## src/rtl/vga_sync_rx.sv

```systemverilog
`default_nettype none
// ============================================================================
// Module      : vga_sync_rx
// Description : VGA stream receiver. Registers hsync/vsync/valid/RGB,
//               recovers pixel coordinates, measures line and frame timing
//               against the expected mode, tracks lock and forwards active
//               pixels with their (h_addr, v_addr) two clocks after input.
//               Optional per-frame checksum: define VGA_RX_CHECKSUM_EN.
// Revision    : 1.0 - initial release
// ============================================================================
module vga_sync_rx #(
  parameter int H_ACTIVE = 640,
  parameter int V_ACTIVE = 480,
  parameter int H_TOTAL  = 800,
  parameter int V_TOTAL  = 525,
  parameter bit SYNC_POL = 1'b0
) (
  input  logic        clk,
  input  logic        rst_n,
  input  logic        hsync,
  input  logic        vsync,
  input  logic        valid,
  input  logic [7:0]  vga_r,
  input  logic [7:0]  vga_g,
  input  logic [7:0]  vga_b,
  output logic        pix_valid,
  output logic [23:0] pix_data,
  output logic [9:0]  h_addr,
  output logic [9:0]  v_addr,
  output logic        line_start,
  output logic        frame_start,
  output logic        locked,
  output logic [10:0] h_meas,
  output logic [9:0]  v_meas,
  output logic        err,
  output logic [23:0] frame_sum
);

  localparam logic [1:0]  ST_SEARCH  = 2'd0;
  localparam logic [1:0]  ST_MEASURE = 2'd1;
  localparam logic [1:0]  ST_LOCKED  = 2'd2;

  localparam logic [9:0]  H_ACT_W   = 10'(H_ACTIVE);
  localparam logic [9:0]  V_ACT_W   = 10'(V_ACTIVE);
  localparam logic [10:0] H_TOT_W   = 11'(H_TOTAL);
  localparam logic [9:0]  V_TOT_W   = 10'(V_TOTAL);
  localparam logic [10:0] H_CNT_MAX = 11'h7FF;
  localparam logic [9:0]  V_CNT_MAX = 10'h3FF;

  // input stage
  logic        r_hs, r_vs, r_hs_d, r_vs_d, r_val;
  logic [23:0] r_rgb;
  // timing measurement
  logic [10:0] r_h_cnt;
  logic [9:0]  r_v_cnt;
  logic        r_h_seen, r_frame_bad;
  // addressing
  logic [9:0]  r_h_addr, r_v_addr;
  logic        r_line_pix;
  // lock tracking
  logic [1:0]  r_state, r_miss;

  logic        w_h_edge, w_v_edge, w_h_sat, w_ovr, w_pix_ok;
  logic        w_line_bad, w_frame_bad, w_v_mis, w_err, w_fbad_nxt;
  logic [10:0] w_h_meas_new;
  logic [9:0]  w_v_line, w_h_cur, w_v_cur;
  logic [1:0]  w_state_nxt, w_miss_nxt;

  // Register every input once; keep the previous sync levels for edge detection
  always_ff @(posedge clk or negedge rst_n) begin
    if (!rst_n) begin
      r_hs   <= ~SYNC_POL;
      r_vs   <= ~SYNC_POL;
      r_hs_d <= ~SYNC_POL;
      r_vs_d <= ~SYNC_POL;
      r_val  <= 1'b0;
      r_rgb  <= '0;
    end else begin
      r_hs   <= hsync;
      r_vs   <= vsync;
      r_hs_d <= r_hs;
      r_vs_d <= r_vs;
      r_val  <= valid;
      r_rgb  <= {vga_r, vga_g, vga_b};
    end
  end

  assign w_h_edge = (r_hs == SYNC_POL) && (r_hs_d != SYNC_POL);
  assign w_v_edge = (r_vs == SYNC_POL) && (r_vs_d != SYNC_POL);

  // Line length is edge-to-edge, so the count closing a line includes this clock
  assign w_h_meas_new = (r_h_cnt == H_CNT_MAX) ? H_CNT_MAX : r_h_cnt + 11'd1;
  assign w_h_sat      = !w_h_edge && (r_h_cnt == H_CNT_MAX - 11'd1);
  // Line count including an hsync edge on this cycle (line closes before frame)
  assign w_v_line     = (w_h_edge && r_v_cnt != V_CNT_MAX) ? r_v_cnt + 10'd1 : r_v_cnt;

  // Current pixel address with this cycle's sync edges already applied
  assign w_h_cur  = w_h_edge ? '0 : r_h_addr;
  assign w_v_cur  = w_v_edge ? '0 :
                    (w_h_edge && r_line_pix && r_v_addr != V_ACT_W) ? r_v_addr + 10'd1 : r_v_addr;
  assign w_ovr    = r_val && (w_h_cur == H_ACT_W || w_v_cur == V_ACT_W);
  assign w_pix_ok = r_val && !w_ovr;

  // The first hsync edge after reset or sync loss has no valid preceding line
  assign w_line_bad  = w_h_edge && r_h_seen && (w_h_meas_new != H_TOT_W);
  assign w_v_mis     = w_v_line != V_TOT_W;
  assign w_frame_bad = r_frame_bad || w_line_bad || w_v_mis;

  // Sync counters and address counters
  always_ff @(posedge clk or negedge rst_n) begin
    if (!rst_n) begin
      r_h_cnt    <= '0;
      r_v_cnt    <= '0;
      r_h_seen   <= 1'b0;
      r_h_addr   <= '0;
      r_v_addr   <= '0;
      r_line_pix <= 1'b0;
    end else begin
      if (w_h_edge)                  r_h_cnt <= '0;
      else if (r_h_cnt != H_CNT_MAX) r_h_cnt <= r_h_cnt + 11'd1;
      r_v_cnt    <= w_v_edge ? '0 : w_v_line;
      r_h_seen   <= w_h_sat ? 1'b0 : (r_h_seen | w_h_edge);
      r_h_addr   <= w_pix_ok ? w_h_cur + 10'd1 : w_h_cur;
      r_v_addr   <= w_v_cur;
      r_line_pix <= w_h_edge ? r_val : (r_line_pix | r_val);
    end
  end

  // Lock state machine: next state, miss count and error strobe
  always_comb begin
    w_state_nxt = r_state;
    w_miss_nxt  = r_miss;
    w_fbad_nxt  = r_frame_bad | w_line_bad;
    w_err       = w_ovr;
    if (w_h_sat) begin
      w_state_nxt = ST_SEARCH;
      w_miss_nxt  = '0;
      w_fbad_nxt  = 1'b0;
      w_err       = 1'b1;
    end else begin
      case (r_state)
        ST_SEARCH: begin
          if (w_v_edge) begin
            w_state_nxt = ST_MEASURE;
            w_fbad_nxt  = 1'b0;
          end
        end
        ST_MEASURE: begin
          if (w_v_edge) begin
            w_fbad_nxt = 1'b0;
            w_miss_nxt = '0;
            if (w_frame_bad) begin
              w_state_nxt = ST_SEARCH;
              w_err       = 1'b1;
            end else begin
              w_state_nxt = ST_LOCKED;
            end
          end
        end
        ST_LOCKED: begin
          if (w_line_bad) w_err = 1'b1;
          if (w_v_edge) begin
            w_fbad_nxt = 1'b0;
            if (w_v_mis) w_err = 1'b1;
            if (!w_frame_bad) begin
              w_miss_nxt = '0;
            end else if (r_miss != 2'd0) begin
              w_state_nxt = ST_SEARCH;
              w_miss_nxt  = '0;
            end else begin
              w_miss_nxt = r_miss + 2'd1;
            end
          end
        end
        default: w_state_nxt = ST_SEARCH;
      endcase
    end
  end

  // Lock state registers
  always_ff @(posedge clk or negedge rst_n) begin
    if (!rst_n) begin
      r_state     <= ST_SEARCH;
      r_miss      <= '0;
      r_frame_bad <= 1'b0;
    end else begin
      r_state     <= w_state_nxt;
      r_miss      <= w_miss_nxt;
      r_frame_bad <= w_fbad_nxt;
    end
  end

  assign locked = (r_state == ST_LOCKED);

  // Output stage: second register after the input stage
  always_ff @(posedge clk or negedge rst_n) begin
    if (!rst_n) begin
      pix_valid   <= 1'b0;
      pix_data    <= '0;
      h_addr      <= '0;
      v_addr      <= '0;
      line_start  <= 1'b0;
      frame_start <= 1'b0;
      err         <= 1'b0;
      h_meas      <= '0;
      v_meas      <= '0;
    end else begin
      pix_valid   <= w_pix_ok;
      pix_data    <= r_rgb;
      h_addr      <= w_h_cur;
      v_addr      <= w_v_cur;
      line_start  <= w_h_edge;
      frame_start <= w_v_edge;
      err         <= w_err;
      if (w_h_edge) h_meas <= w_h_meas_new;
      if (w_v_edge) v_meas <= w_v_line;
    end
  end

`ifdef VGA_RX_CHECKSUM_EN
  logic [23:0] r_acc;

  // Wrap-around sum of accepted pixels; published and restarted on vsync edge
  always_ff @(posedge clk or negedge rst_n) begin
    if (!rst_n) begin
      r_acc     <= '0;
      frame_sum <= '0;
    end else if (w_v_edge) begin
      frame_sum <= r_acc;
      r_acc     <= w_pix_ok ? r_rgb : '0;
    end else if (w_pix_ok) begin
      r_acc     <= r_acc + r_rgb;
    end
  end
`else
  assign frame_sum = '0;
`endif

endmodule
`default_nettype wire

```

## config.mk

```make
export PLATFORM = sky130hd
export DESIGN_NAME = vga_sync_rx
export DESIGN_NICKNAME = d
export VERILOG_FILES = /design/src/rtl/vga_sync_rx.sv
export SDC_FILE = /design/constraint.sdc
export NUM_CORES = 1
export LEC_CHECK = 0
export CORE_MARGIN = 1.5
export CORE_UTILIZATION = 37
export CTS_CLUSTER_SIZE = 40
export DETAILED_ROUTE_END_ITERATION = 6
export PLACE_DENSITY = 0.72
export SKIP_CTS_REPAIR_TIMING = 1
export SLEW_MARGIN = 25
export SYNTH_ARGS = -nofsm -noshare
export SYNTH_HDL_FRONTEND = slang
export SYNTH_SLANG_ARGS = --single-unit
```

## constraint.sdc

```tcl
create_clock -name clk -period 3.05 [get_ports clk]
set_clock_uncertainty 0.05 [all_clocks]
set_input_delay 0.4575 -clock clk [delete_from_list [all_inputs] [get_ports clk]]
set_output_delay 0.4575 -clock clk [all_outputs]
set_load 0.005 [all_outputs]
```

## Yosys cells after proc, flatten, opt, wreduce, memory -nomap -nowiden

Cells that the tools add are included.

| cells by class | value |
|---|---|
| add/sub/neg operators | 5 |
| equal/unequal tests | 16 |
| muxes and demuxes | 35 |
| bitwise operators | 5 |
| reductions and logical operators | 22 |

Operators by type and width:

| cell | number |
|---|---|
| $mux W10 | 6 |
| $mux W11 | 3 |
| $add A10 B1 Y10 const B | 3 |
| $mux W2 | 12 |
| $eq A11 B11 Y1 const B | 2 |
| $ne A10 B10 Y1 const B | 2 |
| $add A11 B1 Y11 const B | 1 |
| $mux W1 | 11 |
| $ne A11 B10 Y1 const B | 1 |
| $ne A11 B11 Y1 const B | 1 |
| $eq A10 B10 Y1 const B | 1 |
| $eq A10 B9 Y1 const B | 1 |
| $logic_and A1 B1 Y1 | 10 |
| $ne A10 B9 Y1 const B | 1 |
| $ne A3 B1 Y1 const B | 3 |
| $ne A3 B3 Y1 const B | 2 |
| $pmux W2 S3 | 1 |
| $reduce_and A5 Y1 | 1 |
| $pmux W2 S2 | 1 |
| $reduce_bool A2 Y1 | 2 |
| $logic_or A1 B1 Y1 | 3 |
| $or A1 B1 Y1 | 3 |
| $reduce_and A3 Y1 | 1 |
| $reduce_bool A3 Y1 | 1 |
| other kinds (8) | 10 |

| storage, ports and cells | value |
|---|---|
| flip-flop bits (word level) | 136 |
| input bits | 29 |
| output and inout bits | 94 |
| logic and storage cells | 106 |

## Logic depth before layout (Yosys ltp)

| depth | value |
|---|---|
| depth in word-level cells | 14 |
| mapped depth | 12 |
| mapped depth without buffers | 10 |

## Worst setup path before layout

No wires, ideal clock.

| timing path | value |
|---|---|
| path type | register to register |
| start point | register, netlist name v_addr[0] |
| end point | register r_h_addr[8] |
| setup time | 125 ps |
| arrival time | 2432 ps |
| data required time | 2875 ps |
| path slack | 443 ps |
| stages on the path, launching flop included | 11 |
| buffers on the path | 0 |
| clock period less this slack | 2607 ps |
| cells stage by stage | dfrtp_1 inv_1 ha_1 or4b_1 or3_1 nand3_1 a31oi_1 nor4_2 nor2_1 nand4_1 mux2_2 |

RTL lines:

| item | line | text |
|---|---|---|
| to (signal assigned) | 123 | `r_h_addr <= w_pix_ok ? w_h_cur + 10'd1 : w_h_cur;` |
| to (decl) | 58 | `logic [9:0] r_h_addr, r_v_addr;` |

## Worst setup path after layout

| timing path | value |
|---|---|
| start point | register r_hs_d |
| end point | register r_h_addr[8] |

| between the ends | value |
|---|---|
| longest elaborated chain between the ends | 11 |
| elaborated cells on any way between the ends | 14 |
| those cells by class | add/sub (1); eq/ne (2); mux (4); reduce/logical (7) |

Ends and longest elaborated chain:

| item | line | text |
|---|---|---|
| from (decl) | 51 | `logic r_hs, r_vs, r_hs_d, r_vs_d, r_val;` |
| from (signal assigned) | 74 | `r_hs_d <= ~SYNC_POL;` |
| from (signal assigned) | 81 | `r_hs_d <= r_hs;` |
| $logic_and A1 B1 Y1 | 88 | `assign w_h_edge = (r_hs == SYNC_POL) && (r_hs_d != SYNC_POL);` |
| $logic_and A1 B1 Y1 (2 in a row) | 100 | `(w_h_edge && r_line_pix && r_v_addr != V_ACT_W) ? r_v_addr + 10'd1 : r_v_addr;` |
| $mux W10 | 100 |  |
| $mux W10 | 99 | `assign w_v_cur = w_v_edge ? '0 :` |
| net w_v_cur[7] | 66 | `logic [9:0] w_v_line, w_h_cur, w_v_cur;` |
| $eq A10 B9 Y1 | 101 | `assign w_ovr = r_val && (w_h_cur == H_ACT_W \|\| w_v_cur == V_ACT_W);` |
| $logic_or A1 B1 Y1 | 101 |  |
| $logic_and A1 B1 Y1 | 101 |  |
| $logic_not A1 Y1 | 102 | `assign w_pix_ok = r_val && !w_ovr;` |
| $logic_and A1 B1 Y1 | 102 |  |
| $mux W10 | 123 |  |

The timed path passes the listed nets, and every way through them passes these cells.
A chain may end at the register's enable or synchronous reset.

==> impl_metrics.ini <==
[synthesis]
ys_ff_latch = 136
syn_area_sq_um = 5500
async_reset_ff_share_pct = 100
syn_inst = 484
ys_warn_count = 0
ys_seq_area_share_pct = 61.9
synth_top_area_share_pct = 60.0
syn_avg_cell_area_sq_um = 11.4
ys.flop_type = dfrtp_1
netlist.top_cell.by_area = dfrtp_1
synth.distinct_cells = 55
synth.area.top_cells = dfrtp_1, o21ai_0, buf_4, nand2_1, ha_1
synth_edf_count = 0

[sta]
finalHoldViolations = 13
timing.final.max_slew_violations = 0
setup_viol = 0
worstMarginPinSlew_ns = 0.642
fmax_mhz = 341
fin_setup_tns_ns = 0
final.min_clock_period_ns = 2.93
holdWs_ns = -0.0205
relSlewSlack_pct = 57.2
period_share_pct = 96.0

[layout]
mostFrequentLayoutCells = dfrtp_1, clkdlybuf4s50_1, nand2_1, o21ai_0, nor2_1
final_core_util_pct = 49.8
nets = 638
insertedDiodeCount = 0
area_growth_pct = 31.5
n_fill_cell = 1336
seqCellArea_sq_um = 3410
final_common_cell = dfrtp_1
drive_gt1_share_pct = 10.2
fin_area_sq_um = 7240
multiInputGateArea_sq_um = 1890

[placement]
placed_cell_area_sq_um = 6620
gp_congestion = 0.875
io_buffers = 98
hpwl_um = 7920

[global_route]
grt.total_usage_pct = 15.0
grt_pass1_vias = 3877
grt_max_degree = 71
grt_pass1_wl_um = 18500
antenna_found_initial = 0
overflow = 0

[pwr]
vdd_drop_max_v = 0.000359
finalPower_uw = 4570
powerDensity_nw_per_um2 = 631
p_leak_uw = 0.00323

[floorplanning]
die_w_um = 125
start_util_pct = 37.9
dieArea_sq_um = 15600
fp-row-count = 44
coreArea_sq_um = 14500
die_h_um = 125
ioPinCount = 123

[clock_network]
clk_pin_slew_ns = 0.06
htreeDepth = 4
cts_tree = done
clk_path_buf_depth = 2
cts_num_sinks = 136
cts_root_buffer = clkbuf_16
cts_made_buffers = 17
clock_latency_ns = 0.42

[critical_path]
r2r_end = r_h_addr[8]$_DFF_PN0_
critical_path_required_ns = 3.30
path_cells = nand3b_1, nor4_1, mux2i_1, nand4_1, nor4_4, nor2_2, nand4_1, mux2_2
r2r-start = r_hs_d$_DFF_PN1_
reg2reg_slack_ns = 0.12
crit_top_cell = nand4_1
path_buf_inv = 0
critPathTopFamily = simple AND/OR/NAND/NOR gates
r2r_cells = 8
path_depth = 8
cp_slowest_cell = nor4_1
path_class = flip-flop to flip-flop
cp-end-kind = flip-flop
start_kind = flip-flop
max_stage_delay_ns = 0.57
arrival_ns = 3.18
cp_max_fo = 8

[status]
status = finished with violations
violations = hold timing

[detailed_routing]
wl_per_cell_um = 14.5
routed_wl_um = 11500
drt-initial-drc-count = 249
final_antenna_net_count = 0
firstDrtPassIters = 4
drc = 0
vias = 3900
viasPerCell = 4.92

[job]
maxCapViolations = 0

[min_path]
holdCritPathClass = input port to asynchronous set/reset pin
==> routing by layer <==
metal	up-vias	share of wire, %	wire length, um	track usage, %
li1	1868	-	-	-
met1	1894	43	4910	18.6
met2	120	50	5680	24.0
met3	18	5.7	658	4.88
met4	0	1.8	212	6.62
met5	-	0	0	0
==> layout make-up <==
| cell class | instances | share of cell area [%] |
|---|---|---|
| flip-flops and latches | 136 | 47.1 |
| multi-input cells | 314 | 26.1 |
| repair buffers | 109 | 14.7 |
| clock buffers | 20 | 6.31 |
| well taps | 184 | 3.18 |
| clock inverters | 12 | 1.66 |
| inverters | 18 | 0.934 |
==> registers in the layout (all words and copies together) (netlist names), 10 cells and up <==
signal / count
pix_data: 24
h_meas: 11
h_addr: 10
r_v_cnt: 10
v_addr: 10
v_meas: 10
r_rgb: 24
r_h_addr: 10
r_h_cnt: 11
==> worst max path at each step <==
stage	slack, ns	from	end
after detailed placement	0.17	v_addr[0]$_DFF_PN0_	r_h_addr[9]$_DFF_PN0_
final	0.12	r_hs_d$_DFF_PN1_	r_h_addr[8]$_DFF_PN0_
after floorplan	0.44	v_addr[0]$_DFF_PN0_	r_h_addr[8]$_DFF_PN0_
after global placement	0.31	v_addr[0]$_DFF_PN0_	r_h_addr[8]$_DFF_PN0_
after CTS	0.16	v_addr[0]$_DFF_PN0_	r_h_addr[7]$_DFF_PN0_
after global routing	-0.02	r_hs_d$_DFF_PN1_	r_h_addr[7]$_DFF_PN0_
==> cell usage after synthesis (7+ instances only) <==
library cell  number
dfrtp_1          132
nand2_1           45
nor2_1            39
o21ai_0           38
buf_4             24
inv_1             17
nand3_1           15
ha_1              13
nand4_1           13
a21oi_1           10
mux2i_1           10
xnor2_1            9
a31oi_1            8
and2_1             8
and3_1             8
nor3_1             8
clkbuf_1           7
or3_1              7
==> metrics by stage <==
step,hold slack (ns),worst slack (ns),instances
after global placement,0.282,0.309,759
after detailed placement,0.285,0.170,759
after CTS,-0.000912,0.161,791
after floorplan,0.112,0.443,507
final,-0.0205,0.121,793
after global routing,0.0282,-0.0199,793
==> power breakdown <==
group | switching, uW | internal [uW]
logic | 275 | 287
clock network | 776 | 1170
registers | 108 | 1950
total | 1160 | 3410
==> kinds of logic after synthesis <==
| group | after synthesis | share of synthesized area [%] |
|---|---|---|
| flops | 136 | 61.9 |
| fa+ha+maj | 13 | 2.96 |
| simple gates | 175 | 16.6 |
| other cells | 1 | 0.0681 |
| xor+xnor | 11 | 1.75 |
| compound gates | 77 | 8.32 |
| buf+inv | 57 | 5.75 |
| mux | 14 | 2.64 |
Power figures use the tool's default switching activity.
